$ cat config.mk
export PLATFORM = sky130hd
export DESIGN_NAME = display_event_scheduler
export DESIGN_NICKNAME = d
export VERILOG_FILES = /design/src/rtl/display_event_scheduler_pkg.sv /design/src/rtl/bin10_to_bcd_seq.sv /design/src/rtl/display_event_scheduler.sv
export SDC_FILE = /design/constraint.sdc
export NUM_CORES = 1
export LEC_CHECK = 0
export CORE_ASPECT_RATIO = 1.1
export CORE_MARGIN = 4
export CORE_UTILIZATION = 62
export CTS_CLUSTER_DIAMETER = 50
export DETAILED_ROUTE_END_ITERATION = 12
export PLACE_DENSITY = 0.86
export SETUP_SLACK_MARGIN = 0.1
export SLEW_MARGIN = 20
export SYNTH_ARGS = -nofsm -noshare
export SYNTH_HDL_FRONTEND = slang
export SYNTH_HIERARCHICAL = 1
export SYNTH_SLANG_ARGS = --single-unit
export TNS_END_PERCENT = 10
$ cat constraint.sdc
create_clock -name clk -period 3.25 [get_ports clk]
set_input_delay 0.8125 -clock clk [delete_from_list [all_inputs] [get_ports clk]]
set_output_delay 0.8125 -clock clk [all_outputs]
set_load 0.03 [all_outputs]
$ cat src/rtl/display_event_scheduler_pkg.sv
// Shared types and constants for the display event scheduler.
// Arbiter/converter state encodings and background tag values.
package display_event_scheduler_pkg;

  typedef enum logic {
    S_BG,
    S_EVT
  } arb_state_t;

  typedef enum logic [1:0] {
    CV_LOAD,
    CV_SHIFT,
    CV_DONE
  } cv_state_t;

  localparam logic [3:0] BG_TAG_X = 4'h1;
  localparam logic [3:0] BG_TAG_Y = 4'h0;
  localparam int         BCD_MAX  = 999;
  localparam int         CV_BITS  = 10;

endpackage

$ cat src/rtl/bin10_to_bcd_seq.sv
// Iterative 10-bit binary to 3-digit BCD converter (double dabble).
// One conversion: load, ten add-3/shift steps, done.
module bin10_to_bcd_seq
  import display_event_scheduler_pkg::*;
(
  input  logic        clk,
  input  logic        rst,
  input  logic        start,
  input  logic [9:0]  bin,
  output logic        busy,
  output logic        done,
  output logic [11:0] bcd
);

  cv_state_t   st;
  logic [3:0]  cnt;
  logic [21:0] sr;
  logic [21:0] adj;
  logic [9:0]  sat;

  assign sat = (bin > 10'(BCD_MAX)) ? 10'(BCD_MAX) : bin;

  always_comb begin
    adj = sr;
    for (int d = 0; d < 3; d++) begin
      if (sr[10+4*d +: 4] >= 4'd5)
        adj[10+4*d +: 4] = sr[10+4*d +: 4] + 4'd3;
    end
  end

  always_ff @(posedge clk) begin
    if (rst) begin
      st   <= CV_LOAD;
      cnt  <= '0;
      sr   <= '0;
      bcd  <= '0;
      busy <= 1'b0;
      done <= 1'b0;
    end else begin
      done <= 1'b0;
      unique case (st)
        CV_LOAD: begin
          if (start) begin
            st   <= CV_SHIFT;
            sr   <= {12'd0, sat};
            cnt  <= '0;
            busy <= 1'b1;
          end
        end
        CV_SHIFT: begin
          sr  <= adj << 1;
          cnt <= cnt + 4'd1;
          if (cnt == 4'(CV_BITS - 1)) begin
            st   <= CV_DONE;
            bcd  <= adj[20:9];
            done <= 1'b1;
          end
        end
        CV_DONE: begin
          st   <= CV_LOAD;
          busy <= 1'b0;
        end
        default: st <= CV_LOAD;
      endcase
    end
  end

endmodule

$ cat src/rtl/display_event_scheduler.sv
// Owns the seven-segment bus: BCD mouse coordinate in the background,
// fixed-priority preemptive event takeover with a hold timer.
module display_event_scheduler
  import display_event_scheduler_pkg::*;
#(
  parameter int NEV         = 2,
  parameter int HOLD_CYCLES = 33554432,
  parameter int CNT_W       = 26
) (
  input  logic              clk,
  input  logic              rst,
  input  logic              bg_sel,
  input  logic [9:0]        bg0_bin,
  input  logic [9:0]        bg1_bin,
  input  logic [NEV-1:0]    ev_pulse,
  input  logic [16*NEV-1:0] ev_nums,
  output logic [15:0]       nums,
  output logic [NEV-1:0]    ev_active,
  output logic              busy
);

  localparam int IW = (NEV > 1) ? $clog2(NEV) : 1;
  localparam logic [CNT_W-1:0] LAST = CNT_W'(HOLD_CYCLES - 1);

  arb_state_t       state;
  logic [IW-1:0]    w;
  logic [IW-1:0]    win;
  logic [NEV-1:0]   pending;
  logic [NEV-1:0]   cand;
  logic [NEV-1:0]   clr;
  logic [15:0]      val_q [NEV];
  logic [15:0]      win_val;
  logic [CNT_W-1:0] cnt;
  logic             any_cand;
  logic             pre;
  logic             grant;
  logic             restart;
  logic             release_bg;

  logic        cv_busy;
  logic        cv_done;
  logic [11:0] cv_bcd;
  logic        tag_q;
  logic [15:0] bg_nums;

  bin10_to_bcd_seq u_cv (
    .clk   (clk),
    .rst   (rst),
    .start (1'b1),
    .bin   (bg_sel ? bg0_bin : bg1_bin),
    .busy  (cv_busy),
    .done  (cv_done),
    .bcd   (cv_bcd)
  );

  // Tag is captured on the same edge the converter samples its input.
  always_ff @(posedge clk) begin
    if (rst) begin
      tag_q   <= 1'b0;
      bg_nums <= '0;
    end else begin
      if (!cv_busy)
        tag_q <= bg_sel;
      if (cv_done)
        bg_nums <= {tag_q ? BG_TAG_X : BG_TAG_Y, cv_bcd};
    end
  end

  always_comb begin
    cand     = pending | ev_pulse;
    any_cand = |cand;
    win      = '0;
    pre      = 1'b0;
    for (int i = NEV - 1; i >= 0; i--) begin
      if (cand[i])
        win = IW'(i);
    end
    for (int i = 0; i < NEV; i++) begin
      if (cand[i] && (IW'(i) < w))
        pre = 1'b1;
    end
    win_val = ev_pulse[win] ? ev_nums[16*win +: 16] : val_q[win];

    grant      = any_cand && ((state == S_BG) || pre ||
                 (!ev_pulse[w] && (cnt == LAST)));
    restart    = (state == S_EVT) && !pre && ev_pulse[w];
    release_bg = (state == S_EVT) && !pre && !ev_pulse[w] &&
                 (cnt == LAST) && !any_cand;

    clr = '0;
    if (grant)
      clr = NEV'(1) << win;
    else if (restart)
      clr = NEV'(1) << w;
  end

  always_ff @(posedge clk) begin
    if (rst) begin
      state     <= S_BG;
      w         <= '0;
      cnt       <= '0;
      pending   <= '0;
      nums      <= '0;
      ev_active <= '0;
      busy      <= 1'b0;
      for (int i = 0; i < NEV; i++)
        val_q[i] <= '0;
    end else begin
      for (int i = 0; i < NEV; i++) begin
        if (ev_pulse[i])
          val_q[i] <= ev_nums[16*i +: 16];
      end
      pending <= cand & ~clr;
      unique case (1'b1)
        grant: begin
          state     <= S_EVT;
          w         <= win;
          cnt       <= '0;
          nums      <= win_val;
          ev_active <= NEV'(1) << win;
          busy      <= 1'b1;
        end
        restart: begin
          cnt  <= '0;
          nums <= ev_nums[16*w +: 16];
        end
        release_bg: begin
          state     <= S_BG;
          nums      <= bg_nums;
          ev_active <= '0;
          busy      <= 1'b0;
        end
        default: begin
          if (state == S_EVT)
            cnt <= cnt + 1'b1;
          else
            nums <= bg_nums;
        end
      endcase
    end
  end

endmodule

## Word level (Yosys, flattened, before mapping)

Memories as Yosys holds them, arrays and structs flattened.
Cells that the tools add are included.
Widths: inputs -> output; s select.

| word-level totals | value |
|---|---|
| flip-flop bits (word level) | 107 |
| output and inout bits | 19 |
| bits in writable memories | 32 |
| word-level logic and storage cells | 109 |
| memories | 1 |

| cells by class | value |
|---|---|
| reduce and logical (&&, ||, !) cells | 24 |
| magnitude comparators | 8 |
| multiplexer cells | 39 |
| bitwise operators | 8 |
| shifts and indexed selects | 4 |
| add/sub/neg operators | 5 |
| eq/ne operators | 6 |

Memories:

| memory | words | bits a word | rd ports | clocked after Yosys merged registers in | write ports | line | source |
|---|---|---|---|---|---|---|---|
| val_q | 2 | 16 | 1 | 0 | 2 | display_event_scheduler.sv:31 | `logic [15:0] val_q [NEV];` |

Operator list:

| operator | number |
|---|---|
| $mux 16 | 4 |
| $shiftx 32x6->16 | 2 |
| $pmux 26 s2 | 1 |
| $pmux 16 s3 | 1 |
| $pmux 22 s2 | 1 |
| $add 26x1->26 const B | 1 |
| $eq 26x25->1 const B | 1 |
| $mux 26 | 1 |
| $mux 10 | 2 |
| $mux 1 | 18 |
| $ge 4x3->1 const B | 3 |
| $gt 10x10->1 const B | 1 |
| $logic_and 1x1->1 | 9 |
| $add 4x2->4 const B | 2 |
| $mux 4 | 2 |
| $pmux 2 s2 | 2 |
| $pmux 4 s2 | 1 |
| $reduce_bool 2->1 | 4 |
| $mux 2 | 3 |
| $reduce_or 2->1 | 3 |
| $add 4x1->4 const B | 1 |
| $eq 4x4->1 const B | 1 |
| $lt 1x2->1 const B | 2 |
| $ne 4x1->1 const B | 1 |
| other kinds (17) | 27 |

## Logic depth before layout (Yosys ltp)

Gate-level depths: netlist (run 1).

| depth | value |
|---|---|
| depth after elaboration | 11 |
| gate-level depth with buffers | 8 |
| mapped depth without buffers | 6 |

## By module

Netlist (run 1), hierarchy kept.

Modules (own cells, without submodules):

| module | area each (sq um) | instances | cells an instance | sequential area each (sq um) |
|---|---|---|---|---|
| display_event_scheduler | 5336.4 | 1 | 536 | 2202.1 |
| bin10_to_bcd_seq | 1960.6 | 1 | 219 | 840.8 |

## Worst setup path before layout (run 1)

No wires, ideal clock.

| timing path | value |
|---|---|
| path type | input port to flip-flop |
| from | input port ev_pulse[0] |
| to | register, netlist name cnt[24] |
| setup slack | 0.880 ns |
| arrival time | 2.255 ns |
| cell stages on the path | 6 |
| path buffers | 1 |
| library setup time | 0.115 ns |
| cell sequence | mux2_4 > or4_4 > o211ai_4 > buf_6 > nor4_1 > o21ba_1 |

RTL lines:

| item | line | source |
|---|---|---|
| start, declared | display_event_scheduler.sv:15 | `input logic [NEV-1:0] ev_pulse,` |

## Worst setup path after layout (run 1)

| timing path | value |
|---|---|
| from | input port ev_pulse[0] |
| to | register nums[9] |

| on the way | value |
|---|---|
| cells in the longest elaborated chain, start to end | 10 |
| elaborated cells on any way between the ends | 27 |
| those cells by class | eq/ne (1); shift (1); mux (9); bitwise (1); reduce/logical (14); memory (1) |

Ends and longest elaborated chain:

| item | line | source |
|---|---|---|
| parallel branches: the longest is 10 deep, another holds $shiftx 32x6->16 | - |  |
| end signal, assigned | display_event_scheduler.sv:119 | `nums <= win_val;` |
| end signal, assigned | display_event_scheduler.sv:125 | `nums <= ev_nums[16*w +: 16];` |
| end signal, assigned | display_event_scheduler.sv:129 | `nums <= bg_nums;` |
| end, declared | display_event_scheduler.sv:17 | `output logic [15:0] nums,` |

Parallel ways; which one is timed is not known. The select of a mux whose other input is x is not followed.
A chain may end at the register's enable or synchronous reset.

==> impl_table.tex, run 1 <==
\begin{tabular}{lr}
\hline
Metric & Value \\
\hline
\multicolumn{2}{l}{\textbf{Clocking}} \\
\quad Hold-fix buffer count after cts & 0 \\
\quad Clk sinks & $\sim$140 \\
\quad Maximum buffer depth of the clock tree & 2 \\
\quad H-tree Lvls & 4 \\
\quad Insertion delay of the later-clocked pin in the worst-skew pair & $\sim$0.43 ns \\
\quad Setup Fix Bufs, Post-CTS & 0 \\
\quad Post-CTS sizing & 0 \\
\quad Buffer cell driving the clock tree root & sky130\_fd\_sc\_hd\_\_clkbuf\_16 \\
\quad Clock-pin slew of the registers on the worst-case setup and hold paths & 0.06 ns \\
\quad CTS tree & yes \\
\quad TritonCTS buffer count & 17 \\
\multicolumn{2}{l}{\textbf{STA}} \\
\quad Final-report setup violation count & 0 \\
\quad Max-slew violations & 0 \\
\quad Share of the clock period used by the worst path & between 80 and 90\% \\
\quad Final critical-path setup slack & 0.5280 ns \\
\quad Transition time of the tightest slew-check pin & approximately 0.85 ns \\
\quad Maximum clock frequency & between 300 and 400 MHz \\
\quad Unrepaired setup endpoints after global routing & false \\
\quad Fin. Hold Viols & 0 \\
\quad Max transition margin & 43.24\% \\
\quad Final setup TNS & 0 ns \\
\quad Fin Clk Skew & 0.007336 ns \\
\quad Post-route minimum period & 2.722 ns \\
\multicolumn{2}{l}{\textbf{Synthesis}} \\
\quad Fraction of the yosys area taken by sequential cells & 41.70\% \\
\quad Synth Register Bits & 136 \\
\quad Multiplexer fraction of the synthesized cell area & 9.362\% \\
\quad Post-synthesis cell area & 7297 µm² \\
\quad Adder-Cell Fraction of Synth Area & 1.543\% \\
\quad Largest family of logic cells by synthesized area & compound AO/OA/AOI/OAI gates \\
\quad Synthesized instance count & 755 \\
\quad Top flip-flop cell by instance count after synthesis & sky130\_fd\_sc\_hd\_\_dfxtp\_1 \\
\quad Number of flops mapped to enable cells by yosys & 32 \\
\quad Yosys cell types & 74 \\
\quad Post-Synth XOR/XNOR Area & less than 1\% \\
\quad Average cell area after synthesis & $\sim$9.7 µm² \\
\quad FFs w/ async S/R, synth & 0\% \\
\quad Syn nets & 821 \\
\quad Share of the synthesized area in compound gates (AO/OA/AOI/OAI) & 22.72\% \\
\quad Basic-gate share of the synthesized area counting and, or, nand and nor cells & 18.81\% \\
\quad Number of warning messages in the yosys log & 6 \\
\multicolumn{2}{l}{\textbf{Routing}} \\
\quad Iteration-0 DRC Markers & about 730 \\
\quad Via-per-instance ratio & 6.707 \\
\quad Routed length per placed instance & 20.09 µm \\
\quad Routed via count & 6519 \\
\quad Detailed-router iteration count before antenna repair & 5 \\
\quad Antenna-violating nets left & 0 \\
\quad WL final & 19.53 mm \\
\quad Number of DRC violations after detailed routing & 0 \\
\multicolumn{2}{l}{\textbf{Pwr}} \\
\quad Leakage & 2.922 nW \\
\quad Largest voltage drop on the vdd net & $\sim$0.36 mV \\
\quad Power per Cell Area & 493.7 nW/µm² \\
\multicolumn{2}{l}{\textbf{Finish}} \\
\quad Antenna cells & 0 \\
\quad Total non-filler cell area in the finished layout & 8706 µm² \\
\quad Proportion of layout cells with a drive suffix above 1 & 12.41\% \\
\quad Finished Core Util & between 70\% and 80\% \\
\quad Layout area overhead & 19.31\% \\
\quad Nets@finish & 875 \\
\quad Commonest non-fill, non-tap cells in the layout & sky130\_fd\_sc\_hd\_\_dfxtp\_1, sky130\_fd\_sc\_hd\_\_clkdlybuf4s50\_1, sky130\_fd\_sc\_hd\_\_a21oi\_1, sky130\_fd\_sc\_hd\_\_nor2\_1, sky130\_fd\_sc\_hd\_\_and2\_1 \\
\quad Most common cell after layout, fill and taps aside & sky130\_fd\_sc\_hd\_\_dfxtp\_1 \\
\quad Fillcell total & roughly 750 \\
\multicolumn{2}{l}{\textbf{Die}} \\
\quad Chip height & 121.8 µm \\
\quad Number of rows in the core area & 41 \\
\quad Floorplan Core Area & 11490 µm² \\
\quad Io pins & 76 \\
\quad Initial Util & 63.50\% \\
\quad DIE WIDTH & 111.4 µm \\
\quad Area of the die & around 14000 µm² \\
\multicolumn{2}{l}{\textbf{Placement}} \\
\quad Total of buffers placed on input and output ports & 75 \\
\quad Placed instance area & 8129 µm² \\
\quad DP Wirelength & 12.79 mm \\
\quad Routability Congestion & 0.8721 \\
\quad Place WS & approximately 0.10 ns \\
\multicolumn{2}{l}{\textbf{Outcome}} \\
\quad Result of the run & completed \\
\multicolumn{2}{l}{\textbf{Worst hold path}} \\
\quad Class of the tightest hold or removal check & register to register \\
\multicolumn{2}{l}{\textbf{Worst setup path}} \\
\quad Nature of the critical path endpoint & register \\
\quad Required time at the endpoint of the critical path & 3.60 ns \\
\quad CP max FO & 13 \\
\quad Class of the most critical setup path & input port to register \\
\quad Critical Path Source Type & input port \\
\quad Critical Path AT & just over 3 ns \\
\multicolumn{2}{l}{\textbf{Global route}} \\
\quad Via count of the first global-routing pass & approximately 6.4k \\
\quad Overall fraction of global-route tracks in use & 29.16\% \\
\quad Antenna violations before repair & 0 \\
\quad Largest net degree at the start of global routing & 43 \\
\quad Residual overflow from global routing & 0 \\
\quad First-pass GRT wire length & 31.80 mm \\
\multicolumn{2}{l}{\textbf{Flow run}} \\
\quad Number of max-cap violations & 0 \\
\hline
\end{tabular}
sequential cells by signal (all words and copies together) (netlist names), 4 cells and up:
name and cells:
val_q 32, cnt 26, u_cv/sr 22, nums 16
bg_nums 13, u_cv/bcd 12, u_cv/cnt 4
per-layer routing:
metal	vias to the layer above	global-route usage, %	wire length, µm
met5	-	0	0
met4	0	12.24	661
met3	77	7.154	1633
met2	352	48.64	9471
met1	3109	36.44	7765
li1	2981	-	-
cell families (layout without fill, tap and decap cells):
kind of cell / count (synthesis) / after routing
DFF: 136 / 136
other: 1 / 1
adders and majority gates: 9 / 9
muxes: 46 / 46
and+or+nand+nor: 236 / 236
xor gates and xnor gates: 3 / 3
AOI/OAI and AO/OA: 235 / 235
buffers and inverters: 89 / 156
worst max-delay path: stages:
cell                              delay [ns]
sky130_fd_sc_hd__clkdlybuf4s50_1        0.44
sky130_fd_sc_hd__buf_4                  0.19
sky130_fd_sc_hd__nor4bb_1               0.33
sky130_fd_sc_hd__o21a_1                 0.40
sky130_fd_sc_hd__nand2b_1               0.54
sky130_fd_sc_hd__o31ai_1                0.18
sky130_fd_sc_hd__a21oi_1                0.17
report_power, final:
part	switching (mW)	internal, mW
logic	0.302	0.254
clock network	0.709	1.17
registers	0.0513	1.82
total	1.06	3.24
area by class of cell:
class / count / area (µm²) / area share [%]
multi-input combinational: 530 / 3872 / 44.48
sequential: 136 / 3043 / 34.95
timing repair buffer: 96 / 928.4 / 10.66
clock buffer: 23 / 469.2 / 5.389
tap: 150 / 187.7 / 2.156
inverter: 28 / 105.1 / 1.207
clock inverter: 9 / 100.1 / 1.150
worst paths after layout:
| path | slack [ns] | depth (start not counted) | start | end |
|---|---|---|---|---|
| min reg2reg | 0.46 | 2 | u_cv/sr[0] | u_cv/sr[0] |
| max reg2reg | 0.80 | 5 | cnt[3] | cnt[21] |
| min | 0.46 | 2 | u_cv/sr[0] | u_cv/sr[0] |
| max | 0.53 | 7 | ev_pulse[0] | nums[9] |
through the flow:
stage	std cells	hold WS (ns)	total power, mW
after floorplan	755	0.4324	2.223
after global placement	940	0.4417	2.408
after detailed placement	940	0.4518	2.436
after CTS	972	0.4596	4.292
after global routing	972	0.4778	4.422
final	972	0.4575	4.298
cells in the mapped netlist, types with 18 or more instances:
library cell / number / area [µm²]
sky130_fd_sc_hd__nor3_1: 18 / 90.09
sky130_fd_sc_hd__edfxtp_1: 32 / 960.9
sky130_fd_sc_hd__o31ai_1: 23 / 172.7
sky130_fd_sc_hd__inv_1: 28 / 105.1
sky130_fd_sc_hd__and2_1: 36 / 225.2
sky130_fd_sc_hd__clkbuf_1: 36 / 135.1
sky130_fd_sc_hd__dfxtp_1: 104 / 2082
sky130_fd_sc_hd__nand3_1: 27 / 135.1
sky130_fd_sc_hd__nor2_1: 55 / 206.5
sky130_fd_sc_hd__o21ai_0: 22 / 110.1
sky130_fd_sc_hd__a21oi_1: 63 / 315.3
sky130_fd_sc_hd__a31oi_1: 19 / 118.9
sky130_fd_sc_hd__a211oi_1: 34 / 255.2
Power figures use the tool's default switching activity.
==> inputs of run 2 (changes only) <==
--- a/config.mk
+++ b/config.mk
@@ -7,10 +7,10 @@
 export LEC_CHECK = 0
 export CORE_ASPECT_RATIO = 1.1
 export CORE_MARGIN = 4
-export CORE_UTILIZATION = 62
+export CORE_UTILIZATION = 57
 export CTS_CLUSTER_DIAMETER = 50
 export DETAILED_ROUTE_END_ITERATION = 12
-export PLACE_DENSITY = 0.86
+export PLACE_DENSITY = 0.8
 export SETUP_SLACK_MARGIN = 0.1
 export SLEW_MARGIN = 20
 export SYNTH_ARGS = -nofsm -noshare
==> constraint.sdc (replaced) <==
create_clock -name clk -period 2.6 [get_ports clk]
set_input_delay 0.65 -clock clk [delete_from_list [all_inputs] [get_ports clk]]
set_output_delay 0.65 -clock clk [all_outputs]
set_load 0.03 [all_outputs]
==> run 2 against run 1 <==
Combinational power up 33%. Wire length up 0.94%. Critical path depth down 6. Total power up 29%. Sequential share of layout area down 1.5 points. Critical path type is now register to output pin.
==> impl_table.tex, run 2 (synthesis results as in run 1) <==
\begin{tabular}{lr}
\hline
Metric & Value \\
\hline
\multicolumn{2}{l}{\textbf{Flow run}} \\
\quad Number of max-cap violations & 0 \\
\multicolumn{2}{l}{\textbf{Finish}} \\
\quad Commonest non-fill, non-tap cells in the layout & sky130\_fd\_sc\_hd\_\_dfxtp\_1, sky130\_fd\_sc\_hd\_\_clkdlybuf4s50\_1, sky130\_fd\_sc\_hd\_\_a21oi\_1, sky130\_fd\_sc\_hd\_\_nor2\_1, sky130\_fd\_sc\_hd\_\_and2\_1 \\
\quad Fillcell total & 894 \\
\quad Nets@finish & 902 \\
\quad Layout area overhead & 24.66\% \\
\quad Antenna cells & 0 \\
\quad Flip-flop count of the largest register, all copies and words added & 32 \\
\quad Proportion of layout cells with a drive suffix above 1 & 15.55\% \\
\quad Area occupied by multi-input gates & 3869 µm² \\
\quad Biggest register & val\_q \\
\quad Reg area & 3043 µm² \\
\quad Most common cell after layout, fill and taps aside & sky130\_fd\_sc\_hd\_\_dfxtp\_1 \\
\quad Leading registers by flop count & val\_q x32, cnt x26, u\_cv/sr x22 \\
\multicolumn{2}{l}{\textbf{Routing}} \\
\quad Number of DRC violations after detailed routing & 0 \\
\quad WL final & a little under 20 mm \\
\quad Routed via count & between 6k and 7k \\
\quad Detailed-router iteration count before antenna repair & 5 \\
\quad Iteration-0 DRC Markers & 647 \\
\quad Via-per-instance ratio & 6.591 \\
\quad Antenna-violating nets left & 0 \\
\quad Routed length per placed instance & about 20 µm \\
\multicolumn{2}{l}{\textbf{Die}} \\
\quad Chip height & 126.7 µm \\
\quad Io pins & 76 \\
\quad Floorplan Core Area & 12590 µm² \\
\quad Initial Util & between 50\% and 60\% \\
\quad Number of rows in the core area & between 40 and 50 \\
\quad DIE WIDTH & around 120 µm \\
\quad Area of the die & 14680 µm² \\
\multicolumn{2}{l}{\textbf{Worst setup path}} \\
\quad Worst-path cell chain & clkdlybuf4s50\_1 \\
\quad Critical Path Source Type & register \\
\quad Nature of the critical path endpoint & output pin \\
\quad Worst r2r dst & nums[5] \\
\quad Worst path slowest cell & sky130\_fd\_sc\_hd\_\_clkdlybuf4s50\_1 \\
\quad Count of buffering cells on the critical path with inverters included & 1 \\
\quad Critical Path AT & 1.80 ns \\
\quad Class of the most critical setup path & register to output pin \\
\quad Reg-to-reg startpoint & cnt[0] \\
\quad Internal reg-to-reg setup slack & roughly 0.33 ns \\
\quad Kind of cell adding the most delay to the critical path & buffers and inverters \\
\quad Slowest Stage Delay on Critical Path & 0.76 ns \\
\quad Worst Reg-to-Reg Cells & 8 \\
\quad CP max FO & 11 \\
\quad Required time at the endpoint of the critical path & 1.95 ns \\
\multicolumn{2}{l}{\textbf{STA}} \\
\quad Final-report setup violation count & 0 \\
\quad Final critical-path setup slack & around 0.15 ns \\
\quad Maximum clock frequency & slightly above 400 MHz \\
\quad Fin Clk Skew & 0.007173 ns \\
\quad Transition time of the tightest slew-check pin & 0.8800 ns \\
\quad Unrepaired setup endpoints after global routing & true \\
\quad Share of the clock period used by the worst path & 94.22\% \\
\quad Fin. Hold Viols & 0 \\
\quad Post-route minimum period & 2.450 ns \\
\quad Max-slew violations & 0 \\
\quad Max transition margin & between 40\% and 50\% \\
\multicolumn{2}{l}{\textbf{Placement}} \\
\quad DP Wirelength & 13.29 mm \\
\quad Routability Congestion & about 0.90 \\
\quad Total of buffers placed on input and output ports & 75 \\
\quad Place WS & -0.2769 ns \\
\multicolumn{2}{l}{\textbf{Clocking}} \\
\quad Clock-pin slew of the registers on the worst-case setup and hold paths & 0.06 ns \\
\quad Hold-fix buffer count after cts & 0 \\
\quad Clk sinks & 136 \\
\quad H-tree Lvls & 4 \\
\quad Maximum buffer depth of the clock tree & 2 \\
\quad Insertion delay of the later-clocked pin in the worst-skew pair & between 0.4 and 0.5 ns \\
\quad CTS tree & yes \\
\quad TritonCTS buffer count & 17 \\
\quad Buffer cell driving the clock tree root & sky130\_fd\_sc\_hd\_\_clkbuf\_16 \\
\multicolumn{2}{l}{\textbf{Pwr}} \\
\quad Internal power & 4.122 mW \\
\quad Sequential Power Share & 42.2\% \\
\quad Switching share of power & between 20\% and 30\% \\
\quad PnR Total Power & 5.527 mW \\
\quad Net Switching & between 1 and 1.5 mW \\
\quad Leakage & about 3.1 nW \\
\quad Largest voltage drop on the vdd net & roughly 0.49 mV \\
\quad Proportion of power drawn by combinational gates & roughly 13\% \\
\quad Power per Cell Area & 607.6 nW/µm² \\
\quad Clock network fraction of total power & 44.4\% \\
\multicolumn{2}{l}{\textbf{Global route}} \\
\quad First-pass GRT wire length & 32.33 mm \\
\quad Overall fraction of global-route tracks in use & 27.59\% \\
\quad Residual overflow from global routing & 0 \\
\quad Antenna violations before repair & 0 \\
\quad Via count of the first global-routing pass & 6516 \\
\quad Largest net degree at the start of global routing & 33 \\
\multicolumn{2}{l}{\textbf{Worst hold path}} \\
\quad Number of cells on the worst hold path & 2 \\
\quad Start point of the worst hold path & u\_cv/sr[0] \\
\quad Class of the tightest hold or removal check & register to register \\
\quad Worst hold endpoint & u\_cv/sr[0] \\
\multicolumn{2}{l}{\textbf{Outcome}} \\
\quad Result of the run & completed \\
\hline
\end{tabular}
[run 2: worst max path at each step]
| stage | start | endpoint | cells after the start |
|---|---|---|---|
| 3_3_place_gp | ev_pulse[1] | nums[0] | 8 |
| 4_1_cts | ev_pulse[1] | nums[7] | 8 |
| 2_1_floorplan | ev_pulse[0] | cnt[24] | 6 |
| 5_1_grt | ev_pulse[0] | nums[7] | 8 |
| 6_report | state | busy | 1 |
| 3_5_place_dp | ev_pulse[1] | nums[2] | 8 |
[run 2: per-stage QoR]
| step | util [%] | hold slack, ns | std cells | TNS, ns | area [µm²] |
|---|---|---|---|---|---|
| after floorplan | - | 0.4324 | 755 | 0 | 7297 |
| after global placement | 67.31 | 0.4423 | 974 | -4.853 | 8474 |
| after detailed placement | 67.31 | 0.4599 | 974 | -8.743 | 8474 |
| after CTS | 72.17 | 0.4662 | 1006 | 0 | 9086 |
| after global routing | 72.25 | 0.4874 | 1006 | 0 | 9096 |
| final | 72.25 | 0.4711 | 1006 | 0 | 9096 |
[run 2: metal layers]
layer | GRT usage (%) | vias up | wire length [µm]
met4 | 10.99 | 0 | 536
met5 | 0 | - | 0
li1 | - | 3045 | -
met1 | 34.71 | 3218 | 8054
met2 | 45.89 | 316 | 9776
met3 | 6.107 | 52 | 1348
[run 2: area by class of cell]
class | count | share of cell area (%)
clock buffers | 21 | 5.543
clock inverters | 11 | 1.183
inverters | 28 | 1.155
multi-input cells | 530 | 42.53
flip-flops and latches | 136 | 33.45
well taps | 157 | 2.160
repair buffers | 123 | 13.98
[run 2: power by group through the flow]
stage	Sequential (mW)	Clock, mW	Combinational, mW
after floorplan	2.40	0	0.376
after global placement	2.36	0	0.703
after detailed placement	2.37	0	0.725
after CTS	2.33	2.47	0.733
after global routing	2.34	2.58	0.793
final	2.33	2.45	0.742
[run 2: timing repair]
item | CTS | global route
resized for setup | 0 | 4
buffers inserted | 0 | 0
setup endpoints to repair | 0 | 22
